File: config.mk
export PLATFORM = sky130hd
export DESIGN_NAME = sdft_scanner
export DESIGN_NICKNAME = d
export VERILOG_FILES = /design/src/rtl/sdft_scanner.sv
export SDC_FILE = /design/constraint.sdc
export NUM_CORES = 1
export LEC_CHECK = 0
export BUFFER_PORTS_ARGS = -buffer_cell sky130_fd_sc_hd__buf_2
export CAP_MARGIN = 20
export CORE_MARGIN = 3
export CORE_UTILIZATION = 40
export DETAILED_ROUTE_END_ITERATION = 8
export PLACE_DENSITY_LB_ADDON = 0.2
export SYNTH_ARGS = -nofsm -noshare
export SYNTH_HDL_FRONTEND = slang
export SYNTH_SLANG_ARGS = --single-unit
File: constraint.sdc
create_clock -name clk -period 5.88 [get_ports clk]
set_clock_uncertainty 0.2 [all_clocks]
set_input_delay 1.176 -clock clk [delete_from_list [all_inputs] [get_ports clk]]
set_output_delay 1.176 -clock clk [all_outputs]
set_load 0.005 [all_outputs]
File: src/rtl/sdft_scanner.sv
// sdft_scanner: sample forwarder and bin read-out sequencer for the sdft core.
// Arbitrates start/read pulses and streams approximate bin magnitudes downstream.
module sdft_scanner #(
    parameter int  data_width = 8,
    parameter int  freq_bins  = 16,
    parameter int  freq_w     = data_width*2+4,
    localparam int AW         = $clog2(freq_bins)
) (
    input  logic                         clk,
    input  logic                         reset_n,
    input  logic signed [data_width-1:0] sample_in,
    input  logic                         sample_valid,
    input  logic                         scan_req,
    input  logic                         sdft_ready,
    input  logic signed [freq_w-1:0]     sdft_bin_real,
    input  logic signed [freq_w-1:0]     sdft_bin_imag,
    output logic                         sdft_start,
    output logic                         sdft_read,
    output logic [data_width-1:0]        sdft_sample,
    output logic [AW-1:0]                sdft_bin_addr,
    output logic                         mag_valid,
    input  logic                         mag_ready,
    output logic [freq_w:0]              mag_data,
    output logic [AW-1:0]                mag_bin,
    output logic                         mag_last,
    output logic                         scan_busy,
    output logic                         sample_drop
);

    typedef enum logic [2:0] {
        S_IDLE, S_ISSUE, S_RD1, S_RD2, S_CAP, S_MAG, S_OUT
    } state_t;

    state_t                r_state, w_state_nxt;
    logic                  r_pend;
    logic [data_width-1:0] r_pend_sample;
    logic [AW-1:0]         r_bin;
    logic [freq_w-1:0]     r_abs_re, r_abs_im;

    logic                  w_can_issue, w_start, w_read, w_pend_nxt, w_last_bin;
    logic [data_width-1:0] w_start_val;
    logic [freq_w-1:0]     w_re_u, w_im_u, w_abs_re, w_abs_im, w_max, w_min;
    logic [freq_w:0]       w_mag;

    always_comb begin
        w_can_issue = sdft_ready && !sdft_start && !sdft_read;
        // A strobe arriving on the issue edge is treated as already pending,
        // so it is forwarded at once and takes precedence over a bin read.
        w_start     = w_can_issue && (r_pend || sample_valid);
        w_start_val = r_pend ? r_pend_sample : sample_in;
        w_read      = w_can_issue && !r_pend && !sample_valid && (r_state == S_ISSUE);
        w_pend_nxt  = w_start ? (r_pend && sample_valid) : (r_pend || sample_valid);
        w_last_bin  = (r_bin == AW'(freq_bins-1));
    end

    // Unsigned negation keeps -2^(freq_w-1) as +2^(freq_w-1) without wrapping.
    always_comb begin
        w_re_u   = sdft_bin_real;
        w_im_u   = sdft_bin_imag;
        w_abs_re = w_re_u[freq_w-1] ? -w_re_u : w_re_u;
        w_abs_im = w_im_u[freq_w-1] ? -w_im_u : w_im_u;
        if (r_abs_re >= r_abs_im) begin
            w_max = r_abs_re;
            w_min = r_abs_im;
        end else begin
            w_max = r_abs_im;
            w_min = r_abs_re;
        end
        w_mag = {1'b0, w_max} + {2'b00, w_min[freq_w-1:1]};
    end

    always_comb begin
        w_state_nxt = r_state;
        case (r_state)
            S_IDLE:  if (scan_req) w_state_nxt = S_ISSUE;
            S_ISSUE: if (w_read) w_state_nxt = S_RD1;
            S_RD1:   w_state_nxt = S_RD2;
            S_RD2:   w_state_nxt = S_CAP;
            S_CAP:   w_state_nxt = S_MAG;
            S_MAG:   w_state_nxt = S_OUT;
            S_OUT:   if (mag_valid && mag_ready) w_state_nxt = mag_last ? S_IDLE : S_ISSUE;
            default: w_state_nxt = S_IDLE;
        endcase
    end

    always_ff @(posedge clk or negedge reset_n) begin
        if (!reset_n) begin
            r_state       <= S_IDLE;
            r_pend        <= 1'b0;
            r_pend_sample <= '0;
            r_bin         <= '0;
            r_abs_re      <= '0;
            r_abs_im      <= '0;
            sdft_start    <= 1'b0;
            sdft_read     <= 1'b0;
            sdft_sample   <= '0;
            sdft_bin_addr <= '0;
            mag_valid     <= 1'b0;
            mag_data      <= '0;
            mag_bin       <= '0;
            mag_last      <= 1'b0;
            scan_busy     <= 1'b0;
            sample_drop   <= 1'b0;
        end else begin
            r_state    <= w_state_nxt;
            sdft_start <= w_start;
            sdft_read  <= w_read;
            r_pend     <= w_pend_nxt;
            if (sample_valid)
                r_pend_sample <= sample_in;
            if (sample_valid && r_pend && !w_start)
                sample_drop <= 1'b1;
            if (w_start)
                sdft_sample <= w_start_val;
            if (w_read)
                sdft_bin_addr <= r_bin;

            case (r_state)
                S_IDLE: begin
                    if (scan_req) begin
                        r_bin     <= '0;
                        scan_busy <= 1'b1;
                    end
                end
                S_CAP: begin
                    r_abs_re <= w_abs_re;
                    r_abs_im <= w_abs_im;
                end
                S_MAG: begin
                    mag_data  <= w_mag;
                    mag_bin   <= r_bin;
                    mag_last  <= w_last_bin;
                    mag_valid <= 1'b1;
                end
                S_OUT: begin
                    if (mag_valid && mag_ready) begin
                        mag_valid <= 1'b0;
                        if (mag_last)
                            scan_busy <= 1'b0;
                        else
                            r_bin <= r_bin + AW'(1);
                    end
                end
                default: ;
            endcase
        end
    end

endmodule

==> results of run 1 <==
sequential cells by signal, summed over array words and instances (netlist names):
| signal | flops |
|---|---|
| mag_bin | 4 |
| mag_data | 21 |
| mag_last | 1 |
| mag_valid | 1 |
| r_abs_im | 20 |
| r_abs_re | 20 |
| r_bin | 4 |
| r_pend | 1 |
| r_pend_sample | 8 |
| r_state | 3 |
| sample_drop | 1 |
| scan_busy | 1 |
| sdft_bin_addr | 4 |
| sdft_read | 1 |
| sdft_sample | 8 |
| sdft_start | 1 |
kinds of logic after synthesis:
| logic type | after synthesis | synth area share |
|---|---|---|
| buffers and inverters | 66 | 0.0460 |
| xor gates and xnor gates | 49 | 0.0674 |
| muxes | 37 | 0.0633 |
| DFF | 99 | 0.389 |
| adders and majority gates | 44 | 0.0873 |
| AOI/OAI and AO/OA | 210 | 0.199 |
| and+or+nand+nor | 209 | 0.148 |
path summary, 6_finish.rpt:
kind                         startpoint               end  slack (ps)  cells after the start
max in group asynchronous       reset_n  sdft_bin_addr[2]        3720                      2
hold / removal             mag_data[16]      mag_data[16]         270                      2
setup / recovery            r_abs_re[2]      mag_data[12]         910                     18
min in group asynchronous       reset_n  sdft_bin_addr[0]         570                      1
hold reg to reg            mag_data[16]      mag_data[16]         270                      2
setup reg to reg            r_abs_re[2]      mag_data[12]         910                     18
cell type report:
| class | count | area [um2] | area share |
|---|---|---|---|
| clock buffers | 10 | 239 | 0.0328 |
| clock inverters | 6 | 46.3 | 0.00635 |
| inverters | 33 | 124 | 0.0170 |
| multi-input cells | 549 | 3600 | 0.495 |
| flip-flops and latches | 99 | 2480 | 0.340 |
| well taps | 211 | 264 | 0.0362 |
| repair buffers | 101 | 533 | 0.0731 |
metal layers:
metal / track usage / vias up / share of wire
met5: 0 / - / 0
li1: - / 2671 / -
met1: 0.259 / 2459 / 0.50
met3: 0.0286 / 19 / 0.040
met4: 0.0642 / 0 / 0.020
met2: 0.276 / 133 / 0.44
through the flow:
step	setup slack [ps]	hold WS (ps)	instance area (um2)
final	907	275	7290
after global routing	582	303	7290
after CTS	956	280	7270
after global placement	1100	258	6980
after detailed placement	989	266	6980
after floorplan	1420	263	6370
critical path, stage by stage, from the launching register on:
cell,delay [ps]
dfrtp_1,420
ha_1,320
a211oi_1,220
o21ai_0,130
a41oi_1,240
o211ai_1,180
nor2_4,440
nand2_1,90
o21ai_0,120
ha_1,240
inv_1,60
fa_1,400
nor2b_1,160
o211ai_1,120
a21boi_0,650
a41oi_1,320
o21bai_1,260
xnor2_1,150
o21ai_0,100
placed cells by master (no fill, tap or decap), types with 3 or more instances in the layout:
cell type and n:
a211oi_1 7, a21o_1 6, a21oi_1 35, a22o_1 5
a31oi_1 6, and3_1 3, buf_2 95, buf_4 5
clkbuf_16 9, dfrtp_1 99, ha_1 42, inv_1 33
mux2_2 26, mux2i_1 11, nand2_1 126, nand2b_1 7
nand3_1 8, nand4_1 5, nor2_1 26, nor2b_1 8
nor3_1 3, o211ai_1 5, o21a_1 3, o21ai_0 100
o21ai_1 9, o31ai_1 11, o41ai_1 5, or3_1 6
xnor2_1 13, xor2_1 36
==> results.cfg, run 1 <==
[worst_setup_path]
cp.arrival_ps = 4990
crit_required_ps = 5900
cp-start-kind = flop
crit_type = flop to flop
cp_max_fo = 25
cp-end-kind = flop

[clocking]
cts-resized-gates = 0
root_buffer = clkbuf_16
clk_path_buf_depth = 2
ctsHoldBuffers = 0
post_cts_buffers = 0
clock_latency_ps = 360
path_clk_slew_ps = 70
h-tree-depth = 3
cts_made_buffers = 9
tritoncts = built
cts_sinks = 99

[timing]
period_share = 0.846
tightestPinTransition_ps = 1040
slew_viol_final = 0
slew_headroom = 0.305
grt_setup_unrepaired = false
max_freq_mhz = 201
finalCriticalPeriod_ps = 4970
hold_viol = 0
finalSetupViolCount = 0
finalSetupTns_ps = 0

[floorplanning]
die_h_um = 132
num_rows = 45
ioPinCount = 97
initial_core_util = 0.414
fp.dieArea_mm2 = 0.0175
core_region_area_mm2 = 0.0154
die_w_um = 132

[placement]
routabilityCongestion = 0.886
port_buffers = 96
dpl.cell_count = 992
hpwl_mm = 11.9

[synthesis]
ys_ff_latch = 99
yosysSeqAreaShare = 0.389
ys.flop_type = dfrtp_1
yosysTopAreaCell = dfrtp_1
synth_most_common_cell = nand2_1
yosys.area.top_type_share = 0.389
synth_common_cells = nand2_1, o21ai_0, dfrtp_1
synthCells = 714
yosys_warnings = 0
synth_cell_type_count = 59
async_reset_ff_frac = 1.00
synth_area_per_cell_um2 = 8.92
syn_nets = 811
netlist_area_mm2 = 0.00637
yosys-top-cells-area = dfrtp_1, ha_1, o21ai_0
synth_edf_count = 0

[detailed_routing]
viasPerCell = 5.23
wl_mm = 15.4
remaining_drc_errors = 0
via_count = 5282
drtPass1Iterations = 5
avgRoutedWirePerCell_um = 15.3
ant_nets = 0
drt_iter0_markers = 305

[layout]
n_antenna_cell = 0
fillers = 1491
utilization = 0.474
fin_nets = 890
area_growth_pct = 14.5
drive_above_1_share = 0.193
stdcell_count = 1009

[grt]
grt_overflow = 0
antenna_found_initial = 0
grt_use_total = 0.180
grt_max_degree = 65
grt_pass1_vias = 5117
grt_pass1_wl_mm = 25.8

[outcome]
outcome = finished, final reports clean

[min_path]
worstHoldPathType = flop to flop

[flow_run]
maxCapViolCount = 0
Power of run 1 is not shown: default switching activity piles up to over one toggle a cycle in this logic, so the estimate is an artifact.
==> inputs of run 2 (changes only) <==
Settings changed: ABC_AREA set to 1.
Clock period 5.88 ns to 4.3 ns, I/O delays scaled along.
==> results.cfg, run 2 <==
[placement]
routabilityCongestion = 0.904
port_buffers = 96
dpl.cell_count = 1216
hpwl_mm = 13.0

[worst_setup_path]
cp.arrival_ps = 3950
worst_r2r_path_depth = 21
worstReg2RegEnd = mag_data[14]
worstSetupStartpoint = r_abs_im[16]
crit_path_end = mag_data[14]
crit-reg2reg-launch = r_abs_im[16]
crit_required_ps = 4350
cp-start-kind = flop
cp-end-kind = flop
cp_max_fo = 36
crit_type = flop to flop
r2r_setup_slack_ps = 410

[clocking]
clock_latency_ps = 360
h-tree-depth = 3
cts_sinks = 99
tritoncts = built
clk_path_buf_depth = 2
cts_made_buffers = 9
root_buffer = clkbuf_16
post_cts_buffers = 0
path_clk_slew_ps = 70

[grt]
antenna_found_initial = 0
grt_max_degree = 74
grt_overflow = 0
grt_use_total = 0.191
grt_pass1_vias = 5764
grt_pass1_wl_mm = 28.0

[layout]
area_growth_pct = 14.6
layout_common_cells = nand2_1, o21ai_0, inv_1, dfrtp_1, buf_2
top_regs = mag_data: 21 flops, r_abs_im: 20 flops, r_abs_re: 20 flops
final_common_cell = nand2_1
drive_above_1_share = 0.162
n_antenna_cell = 0
stdcell_count = 1232
largest_reg_flops = 21
utilization = 0.476
largest_register = mag_data
fin_nets = 1108

[floorplanning]
die_h_um = 136
fp.dieArea_mm2 = 0.0184
num_rows = 46
core_region_area_mm2 = 0.0162
ioPinCount = 97
initial_core_util = 0.416
die_w_um = 136

[synthesis]
synthCells = 924
ys_ff_latch = 99
yosys.area.top_type_share = 0.369
yosys-top-cells-area = dfrtp_1, nand2_1, o21ai_0
yosys_warnings = 0
async_reset_ff_frac = 1.00
synth_area_per_cell_um2 = 7.28
ys.flop_type = dfrtp_1
yosysSeqAreaShare = 0.369
syn_nets = 1021
yosysTopAreaCell = dfrtp_1
synth_edf_count = 0
synth_most_common_cell = nand2_1
synth_common_cells = nand2_1, o21ai_0, inv_1
synth_cell_type_count = 43
netlist_area_mm2 = 0.00672

[timing]
finalCriticalPeriod_ps = 3890
max_freq_mhz = 257
grt_setup_unrepaired = false
period_share = 0.905
slew_headroom = 0.384
hold_viol = 0
slew_viol_final = 0
finalSetupViolCount = 0
finalSetupTns_ps = 0
tightestPinTransition_ps = 924

[detailed_routing]
drtPass1Iterations = 5
wl_met1_mm = 7.97
viasPerCell = 4.89
dr.max_layer_used = met4
avgRoutedWirePerCell_um = 13.5
ant_nets = 0
remaining_drc_errors = 0
drt_iter0_markers = 354
via_count = 6029
wl_met3_um = 817
route.met2.wl_mm = 7.42
wl_mm = 16.6

[outcome]
outcome = finished, final reports clean

[min_path]
worstHoldPathType = flop to flop

[flow_run]
maxCapViolCount = 0
run 2: per-stage QoR:
step,hold WS (ps),cell area [um2],worst slack [ps]
floorplan,253,6720,1000
global placement,250,7400,342
detailed placement,253,7400,294
CTS,272,7690,296
global route,300,7700,29.3
finish,267,7700,407
run 2: kinds of logic after synthesis:
family | share of synthesized area
XOR/XNOR | 0.0443
buffers and inverters | 0.0832
flip-flops | 0.369
adder cells (fa/ha/maj) | 0.0811
AO/OA/AOI/OAI | 0.163
AND/OR/NAND/NOR | 0.260
run 2: cell type report:
type / count / area (um2)
inverters: 110 / 413
repair buffers: 104 / 556
flip-flops and latches: 99 / 2480
multi-input cells: 687 / 3700
well taps: 216 / 270
clock inverters: 6 / 47.5
clock buffers: 10 / 239
fillers: 1698 / 8470
run 2: repair_timing:
| action | CTS | global route |
|---|---|---|
| endpoints found under the setup margin | 0 | 7 |
| resized for setup | 0 | 2 |
| hold buffers | 0 | 0 |
run 2: worst max-delay path: stages (launching register included):
cell and delay (ps):
dfrtp_1 370, inv_1 160, ha_1 260, nand2_1 70, nor2_1 50, nor2b_2 170
and2b_1 160, nand2_2 130, nand2_8 180, buf_4 220, a21oi_2 130, ha_1 260
inv_1 110, fa_1 430, inv_1 100, a21oi_1 110, o21ai_1 280, nand2_1 120
nand2_1 80, nand2_1 50, nand3_1 80, nand2_1 50
run 2: worst min-delay path by stage:
stage,from,endpoint,cells after the start
global route,sample_drop,sample_drop,1
floorplan,r_abs_im[10],r_abs_im[10],2
finish,sdft_sample[6],sdft_sample[6],2
global placement,sdft_sample[6],sdft_sample[6],2
detailed placement,sdft_sample[6],sdft_sample[6],2
CTS,sdft_sample[6],sdft_sample[6],2
run 2: routing by layer:
metal  vias up  global-route usage
met5         -                   0
met3        22              0.0308
met1      2704               0.256
met2       137               0.315
li1       3166                   -
met4         0              0.0633
Power of run 2 is left out for the same reason.
